==> config.mk <==
export PLATFORM = sky130hd
export DESIGN_NAME = key_sw_conditioner
export DESIGN_NICKNAME = d
export VERILOG_FILES = /design/src/rtl/key_sw_conditioner.sv
export SDC_FILE = /design/constraint.sdc
export NUM_CORES = 1
export LEC_CHECK = 0
export BUFFER_PORTS_ARGS = -buffer_cell sky130_fd_sc_hd__clkbuf_2
export CORE_ASPECT_RATIO = 1.5
export CORE_MARGIN = 4
export CORE_UTILIZATION = 52
export CTS_CLUSTER_SIZE = 14
export DETAILED_ROUTE_END_ITERATION = 6
export PLACE_DENSITY_LB_ADDON = 0.2
export SYNTH_ARGS = -nofsm -noshare
export SYNTH_HDL_FRONTEND = slang
export SYNTH_SLANG_ARGS = --single-unit
export TNS_END_PERCENT = 5
==> constraint.sdc <==
create_clock -name clk -period 2.6 [get_ports clk]
set_input_delay 0 -clock clk [delete_from_list [all_inputs] [get_ports clk]]
set_output_delay 0 -clock clk [all_outputs]
set_load 0.1 [all_outputs]
==> src/rtl/key_sw_conditioner.sv <==
// rtl/key_sw_conditioner.sv - synchronise, debounce and event-encode pad buttons and DIP switches
module key_sw_conditioner #(
  parameter int         DEB_CYCLES    = 2_000_000,
  parameter int         REPEAT_DELAY  = 50_000_000,
  parameter int         REPEAT_PERIOD = 15_000_000,
  parameter logic [3:0] REPEAT_MASK   = 4'b0100
) (
  input  logic       clk,
  input  logic       rst_n,
  input  logic [3:0] key_raw,
  input  logic [4:0] sw_raw,
  output logic [3:0] key_evt_n,
  output logic [3:0] key_level_n,
  output logic [4:0] sw_stable,
  output logic       sw_change
);

  // Keys occupy bits [3:0] and switches bits [8:4] of every per-bit vector;
  // keys idle high (released), switches idle low.
  localparam int            NB       = 9;
  localparam logic [NB-1:0] RST_VAL  = 9'b0_0000_1111;
  localparam int            CNT_W    = (DEB_CYCLES > 1) ? $clog2(DEB_CYCLES) : 1;
  localparam int            HC_MAX   = (REPEAT_DELAY > REPEAT_PERIOD) ? REPEAT_DELAY : REPEAT_PERIOD;
  localparam int            HC_W     = (HC_MAX > 1) ? $clog2(HC_MAX) : 1;
  localparam logic [CNT_W-1:0] CNT_LAST    = CNT_W'(DEB_CYCLES - 1);
  localparam logic [HC_W-1:0]  DELAY_LAST  = HC_W'(REPEAT_DELAY - 1);
  localparam logic [HC_W-1:0]  PERIOD_LAST = HC_W'(REPEAT_PERIOD - 1);

  typedef enum logic [1:0] {
    R_IDLE  = 2'd0,
    R_DELAY = 2'd1,
    R_RPT   = 2'd2
  } rpt_state_t;

  logic [NB-1:0]    r_sync1;
  logic [NB-1:0]    r_sync2;
  logic [NB-1:0]    r_stable;
  logic [CNT_W-1:0] r_cnt [0:NB-1];
  logic [NB-1:0]    w_upd;
  logic [3:0]       w_press;
  logic [3:0]       w_rel;

  rpt_state_t       r_rs [0:3];
  logic [HC_W-1:0]  r_hc [0:3];
  logic [3:0]       r_evt_n;
  logic             r_sw_change;

  // Two-flop synchroniser per pad bit, then per-bit stability counter.
  always_ff @(posedge clk or negedge rst_n) begin
    if (!rst_n) begin
      r_sync1  <= RST_VAL;
      r_sync2  <= RST_VAL;
      r_stable <= RST_VAL;
      for (int i = 0; i < NB; i++) r_cnt[i] <= '0;
    end else begin
      r_sync1 <= {sw_raw, key_raw};
      r_sync2 <= r_sync1;
      for (int i = 0; i < NB; i++) begin
        if (r_sync2[i] == r_stable[i]) begin
          r_cnt[i] <= '0;
        end else if (r_cnt[i] == CNT_LAST) begin
          r_stable[i] <= r_sync2[i];
          r_cnt[i]    <= '0;
        end else begin
          r_cnt[i] <= r_cnt[i] + 1'b1;
        end
      end
    end
  end

  // Flags the bits whose debounced level flips at the coming edge.
  always_comb begin
    w_upd = '0;
    for (int i = 0; i < NB; i++) begin
      w_upd[i] = (r_sync2[i] != r_stable[i]) && (r_cnt[i] == CNT_LAST);
    end
  end

  assign w_press = w_upd[3:0] &  r_stable[3:0];
  assign w_rel   = w_upd[3:0] & ~r_stable[3:0];

  // Per-key press event and hold/auto-repeat state machine; release always wins.
  always_ff @(posedge clk or negedge rst_n) begin
    if (!rst_n) begin
      r_evt_n <= 4'hF;
      for (int i = 0; i < 4; i++) begin
        r_rs[i] <= R_IDLE;
        r_hc[i] <= '0;
      end
    end else begin
      for (int i = 0; i < 4; i++) begin
        r_evt_n[i] <= 1'b1;
        if (w_press[i]) begin
          r_evt_n[i] <= 1'b0;
          r_hc[i]    <= '0;
          if (REPEAT_MASK[i]) r_rs[i] <= R_DELAY;
        end else if (w_rel[i]) begin
          r_rs[i] <= R_IDLE;
          r_hc[i] <= '0;
        end else begin
          case (r_rs[i])
            R_DELAY: begin
              if (r_hc[i] == DELAY_LAST) begin
                r_evt_n[i] <= 1'b0;
                r_rs[i]    <= R_RPT;
                r_hc[i]    <= '0;
              end else begin
                r_hc[i] <= r_hc[i] + 1'b1;
              end
            end
            R_RPT: begin
              if (r_hc[i] == PERIOD_LAST) begin
                r_evt_n[i] <= 1'b0;
                r_hc[i]    <= '0;
              end else begin
                r_hc[i] <= r_hc[i] + 1'b1;
              end
            end
            default: begin
              r_rs[i] <= R_IDLE;
              r_hc[i] <= '0;
            end
          endcase
        end
      end
    end
  end

  // One strobe whenever any switch level updates, however many bits move together.
  always_ff @(posedge clk or negedge rst_n) begin
    if (!rst_n) r_sw_change <= 1'b0;
    else        r_sw_change <= |w_upd[8:4];
  end

  assign key_evt_n   = r_evt_n;
  assign key_level_n = r_stable[3:0];
  assign sw_stable   = r_stable[8:4];
  assign sw_change   = r_sw_change;

endmodule

# After elaboration in Yosys (flattened, before gate mapping)
# Cells that the tools add are included.
# W data, S select, Z words.
# classes
addsub,13
multipliers,0
div_mod_pow,0
n_lt_le_gt_ge,0
eq_ne,51
shifts,0
n_mux,71
bitwise,15
reduce_logical,23
# ops
cell,n
$mux W26,16
$mux W21,18
$pmux W26 S2,4
$add A21 B1 Y21 const B,9
$eq A21 B21 Y1 const B,9
$add A26 B1 Y26 const B,4
$eq A26 B24 Y1 const B,4
$eq A26 B26 Y1 const B,4
$reduce_and A2 Y1,10
$mux W2,9
$mux W1,16
$pmux W2 S2,4
$ne A3 B3 Y1 const B,4
$not A1 Y1,12
$eq A1 B1 Y1,9
$logic_and A1 B1 Y1,9
$ne A1 B1 Y1,9
$reduce_and A3 Y1,3
$and A4 B4 Y4,2
$eq A2 B1 Y1 const B,4
$eq A2 B2 Y1 const B,4
$pmux W1 S2,4
$ne A2 B2 Y1 const B,3
$reduce_or A5 Y1,1
2 further kinds,2
# word_totals
register_bits,333
latch_bits,0
ram_bits,0
rom_bits,0
in_bits,11
out_inout_bits,14
wordCells,203
mem_count,0

# Longest topological paths before layout
# logic_depth
depth_word,5
depth_mapped,7
ltp_nobuf,6

# Worst setup path before layout
# No wires, ideal clock.
# synth_timing
path_kind,reg-to-reg
start,reg r_stable[2]
end,reg r_hc[31] (netlist name)
setup_ns,0.071
t_arrival_ns,1.839
required_ns,2.529
slack_ns,0.690
path_stages_with_launch,6
n_path_buf,1
synth_period_minus_slack_ns,1.910
cell_sequence,dfstp_2 xnor2_1 nor3_4 a211o_4 buf_6 nor2_1
# synth_via
elab_chain_len,5
elab_cells_between_ends,7
cone_classes,eq/ne: 1; mux: 2; bitwise: 3; reduce/logical: 1
# synth_lines
item,line,source
start: declaration,37,logic [NB-1:0] r_stable;
start signal: indexed assignment,62,r_stable[i] <= r_sync2[i];
$ne A1 B1 Y1,75,w_upd[i] = (r_sync2[i] != r_stable[i]) && (r_cnt[i] == CNT_LAST);
$logic_and A1 B1 Y1,75,
$and A4 B4 Y4,80,assign w_rel = w_upd[3:0] & ~r_stable[3:0];
$mux W26,97,end else if (w_rel[i]) begin
$mux W26 *,93,if (w_press[i]) begin
end signal: indexed assignment,108,r_hc[i] <= r_hc[i] + 1'b1;
end signal: indexed assignment,116,r_hc[i] <= r_hc[i] + 1'b1;
end: declaration,44,logic [HC_W-1:0] r_hc [0:3];
# Every way passes the cells marked *; elsewhere a longest branch is shown, timed or not.
# A chain may end at the register's enable or synchronous reset.

# Worst setup path after layout
# layout_timing
start,reg r_cnt[63] (netlist name)
end,reg r_cnt[65] (netlist name)
# layout_via
elab_chain_len,3
elab_cells_between_ends,4
cone_classes,add/sub: 1; eq/ne: 1; mux: 2
# layout_lines
item,line,source
start: declaration,38,logic [CNT_W-1:0] r_cnt [0:NB-1];
start signal: indexed assignment,65,r_cnt[i] <= r_cnt[i] + 1'b1;
$add A21 B1 Y21 / $eq A21 B21 Y1 (equally long branches),"65, 61",
$mux W21 *,61,end else if (r_cnt[i] == CNT_LAST) begin
$mux W21 *,59,if (r_sync2[i] == r_stable[i]) begin
# Marks and branches as above.

==> results by group <==
Worst setup path
  • Setup Crit Path Kind: flop to flop
  • Crit path launch type: flop
  • Worst-path cell chain: ha_1 -> and4_1 -> nand4_1 -> nor4_1 -> or2_2 -> nor2_1
  • Crit path max-delay family: simple AND/OR/NAND/NOR gates
  • Crit Path Max Fanout: 20
  • Worst endpoint required time: 2.97 ns
  • Reg-to-reg setup timing slack: 0.42 ns
  • CP bufs+invs: 0
  • CP arrival: 2.55 ns
  • CP max stage cell: nor4_1
  • Critical Path End Type: flop
  • Max incr delay on CP: 0.48 ns

Floorplanning
  • Core area: 22300 sq um
  • # IOs: 25
  • Die ar.: 25200 sq um
  • Starting Density: 0.529
  • Die X-Extent: 131 microns
  • Num rows: 67
  • Chip height: 192 microns

Routing
  • Via/cell ratio: 5.33
  • Routed wire length: 21000 microns
  • DRC: 0
  • Remaining antenna violation count after routing: 0
  • Vias: 8082
  • Avg WL per Cell: 13.9 microns
  • DR iter-0 viols: 486
  • Met2 WL: 11000 microns
  • Metal3 WL: 542 microns
  • Wire length on met1: 9120 microns
  • Highest routed layer: met4
  • 1st-pass router iterations: 6

Cells and area
  • Layout cells sized above 1: 0.0887
  • Fillers: 1888
  • Final net count: 1247
  • Diodes inserted: 0
  • Layout area overhead: 11.2%
  • Fin area: 13100 sq um

Clock network
  • Resize count post-CTS: 0
  • Number of buffers created by CTS: 25
  • # clock sinks: 249
  • Clock transition at path regs: 0.06 ns
  • Clock tree buffer depth: 3
  • CTS tree: built
  • Skew-Pair Late Insertion Delay: 0.51 ns
  • Root Driver: clkbuf_16
  • CTS H-tree lvls: 1

Min path
  • Worst hold path class: input port to async pin

Timing
  • Hold slack: 0.0454 ns
  • Max-slew violations: 0
  • Final worst-path cycle share: 0.837
  • Total negative setup slack: 0 ns
  • Final min period: 2.18 ns
  • Relative slew slack: 0.508
  • Max Freq: 459 MHz
  • Setup violators final: 0
  • Worst Slack Setup Final: 0.423 ns
  • Worst Skew: 0.00809 ns
  • RSZ-0062 raised after global routing: false
  • Hold Fails Final Rpt: 0
  • Worst slew pin tran: 0.731 ns

GRT
  • GR Util All Layers: 0.177
  • GRT overflow: 0
  • First-pass GRT wire length: 37800 microns
  • Largest net degree at the start of global routing: 74
  • Vias in the first global route: 8245
  • Initial antenna violation count: 0

Yosys
  • Mapped Cells: 1174
  • Synth warnings: 0
  • Netlist cell types: 53
  • Synth Flop Type: dfrtp_1
  • Post-synthesis sequential area ratio: 0.530
  • Number of synthesized flops with an enable pin: 0
  • Avg Synthesized Cell Area: 10.0 sq um
  • Mapped Nets: 1198
  • Ys async rst share: 1.00
  • Cell area after synthesis: 11800 sq um
  • Flops & latches, synth: 249

Power and ir drop
  • Power Total: 7570 uW
  • Max VDD drop: 0.000444 V
  • PwrDens: 578 nW/um^2
  • P_leak: 0.00531 uW

Run
  • Max-Cap Viols: 0

Place
  • Number of port buffers: 24
  • HPWL Detailed: 14000 microns
  • Post-DP Area: 12200 sq um
  • Pre-CTS setup slack: 0.439 ns
  • GPL Wtd Cong: 0.778

Status
  • Status: finished clean
[per-layer routing]
layer | GRT usage | up-vias
met5 | 0 | -
met4 | 0.0428 | 0
met3 | 0.0227 | 27
met2 | 0.321 | 65
met1 | 0.221 | 3925
li1 | - | 4065
[layout by cell type (no fill, tap or decap), types with 2 or more instances in the layout]
cell,instances
a21oi_1,3
a221oi_1,2
and2_1,5
and3_1,10
and4_1,28
buf_12,2
buf_4,10
clkbuf_1,8
clkbuf_16,25
clkbuf_2,23
clkbuf_8,3
clkinv_2,7
dfrtp_1,233
dfstp_2,16
dlygate4sd3_1,10
ha_1,13
inv_1,42
mux2_2,7
nand2_1,70
nand2b_1,5
nand3_1,65
nand3b_1,6
nand4_1,58
nand4b_1,2
nor2_1,263
nor2b_1,7
nor3_1,36
nor3b_1,3
nor4_1,25
nor4b_1,8
o21ai_0,5
o41ai_2,2
or2_1,2
or2_2,5
or3_1,5
or3b_2,2
or4_1,3
or4b_1,2
xnor2_1,134
xor2_1,67
[power by group]
group | switching, uW | internal [uW] | total (uW)
registers | 38.5 | 3930 | 3970
logic | 159 | 72.3 | 232
clock network | 1420 | 1950 | 3370
total | 1620 | 5950 | 7570
[cell type report]
cell class | count | area, sq um | share of cell area
multi-input cells | 859 | 5250 | 0.400
inverters | 42 | 158 | 0.0120
flip-flops and latches | 249 | 6250 | 0.477
clock buffers | 36 | 697 | 0.0532
well taps | 276 | 345 | 0.0263
clock inverters | 8 | 65.1 | 0.00496
repair buffers | 46 | 345 | 0.0263
[Yosys cell counts, types with 6 or more instances]
library cell | instances | area (sq um)
nor2_1 | 263 | 987
dfrtp_1 | 233 | 5830
xnor2_1 | 134 | 1170
nand2_1 | 70 | 263
xor2_1 | 67 | 587
nand3_1 | 65 | 325
nand4_1 | 58 | 363
inv_1 | 42 | 158
nor3_1 | 36 | 180
and4_1 | 28 | 245
nor4_1 | 25 | 156
dfstp_2 | 16 | 420
ha_1 | 13 | 163
and3_1 | 10 | 62.6
buf_2 | 8 | 40.0
clkbuf_1 | 8 | 30.0
nor4b_1 | 8 | 70.1
mux2_2 | 7 | 78.8
nor2b_1 | 7 | 43.8
nand3b_1 | 6 | 45.0
[state kept, by name (all words and copies together), names as in the netlist]
register,flops
r_cnt,189
r_hc,26
r_stable,9
r_sync1,9
r_sync2,9
key_evt_n,4
r_rs,2
sw_change,1
[cells by family after synthesis]
logic type | Yosys count | synth area share
simple gates | 618 | 0.261
flops | 249 | 0.530
mux | 8 | 0.00764
fa+ha+maj | 13 | 0.0138
compound gates | 19 | 0.0135
xor+xnor | 201 | 0.149
buf+inv | 66 | 0.0247
[per-stage QoR]
| stage | util | std cells |
|---|---|---|
| finish | 0.588 | 1516 |
| global route | 0.588 | 1516 |
| CTS | 0.588 | 1516 |
| detailed placement | 0.549 | 1462 |
| global placement | 0.549 | 1462 |
| floorplan | - | 1174 |
[timing repair]
| item | CTS | global route |
|---|---|---|
| setup buffers | 0 | 0 |
| hold endpoints to repair | 215 | 0 |
| hold buffers | 10 | 0 |
[worst paths after layout]
path | endpoint | startpoint | cells after the start
min in group clk | r_sync1[1] | key_raw[1] | 2
setup reg to reg | r_cnt[65] | r_cnt[63] | 6
hold / removal | r_cnt[39] | rst_n | 2
max in group asynchronous | r_sync1[0] | rst_n | 3
hold reg to reg | r_sync2[5] | r_sync1[5] | 0
setup / recovery | r_cnt[65] | r_cnt[63] | 6
Power figures use the tool's default switching activity.
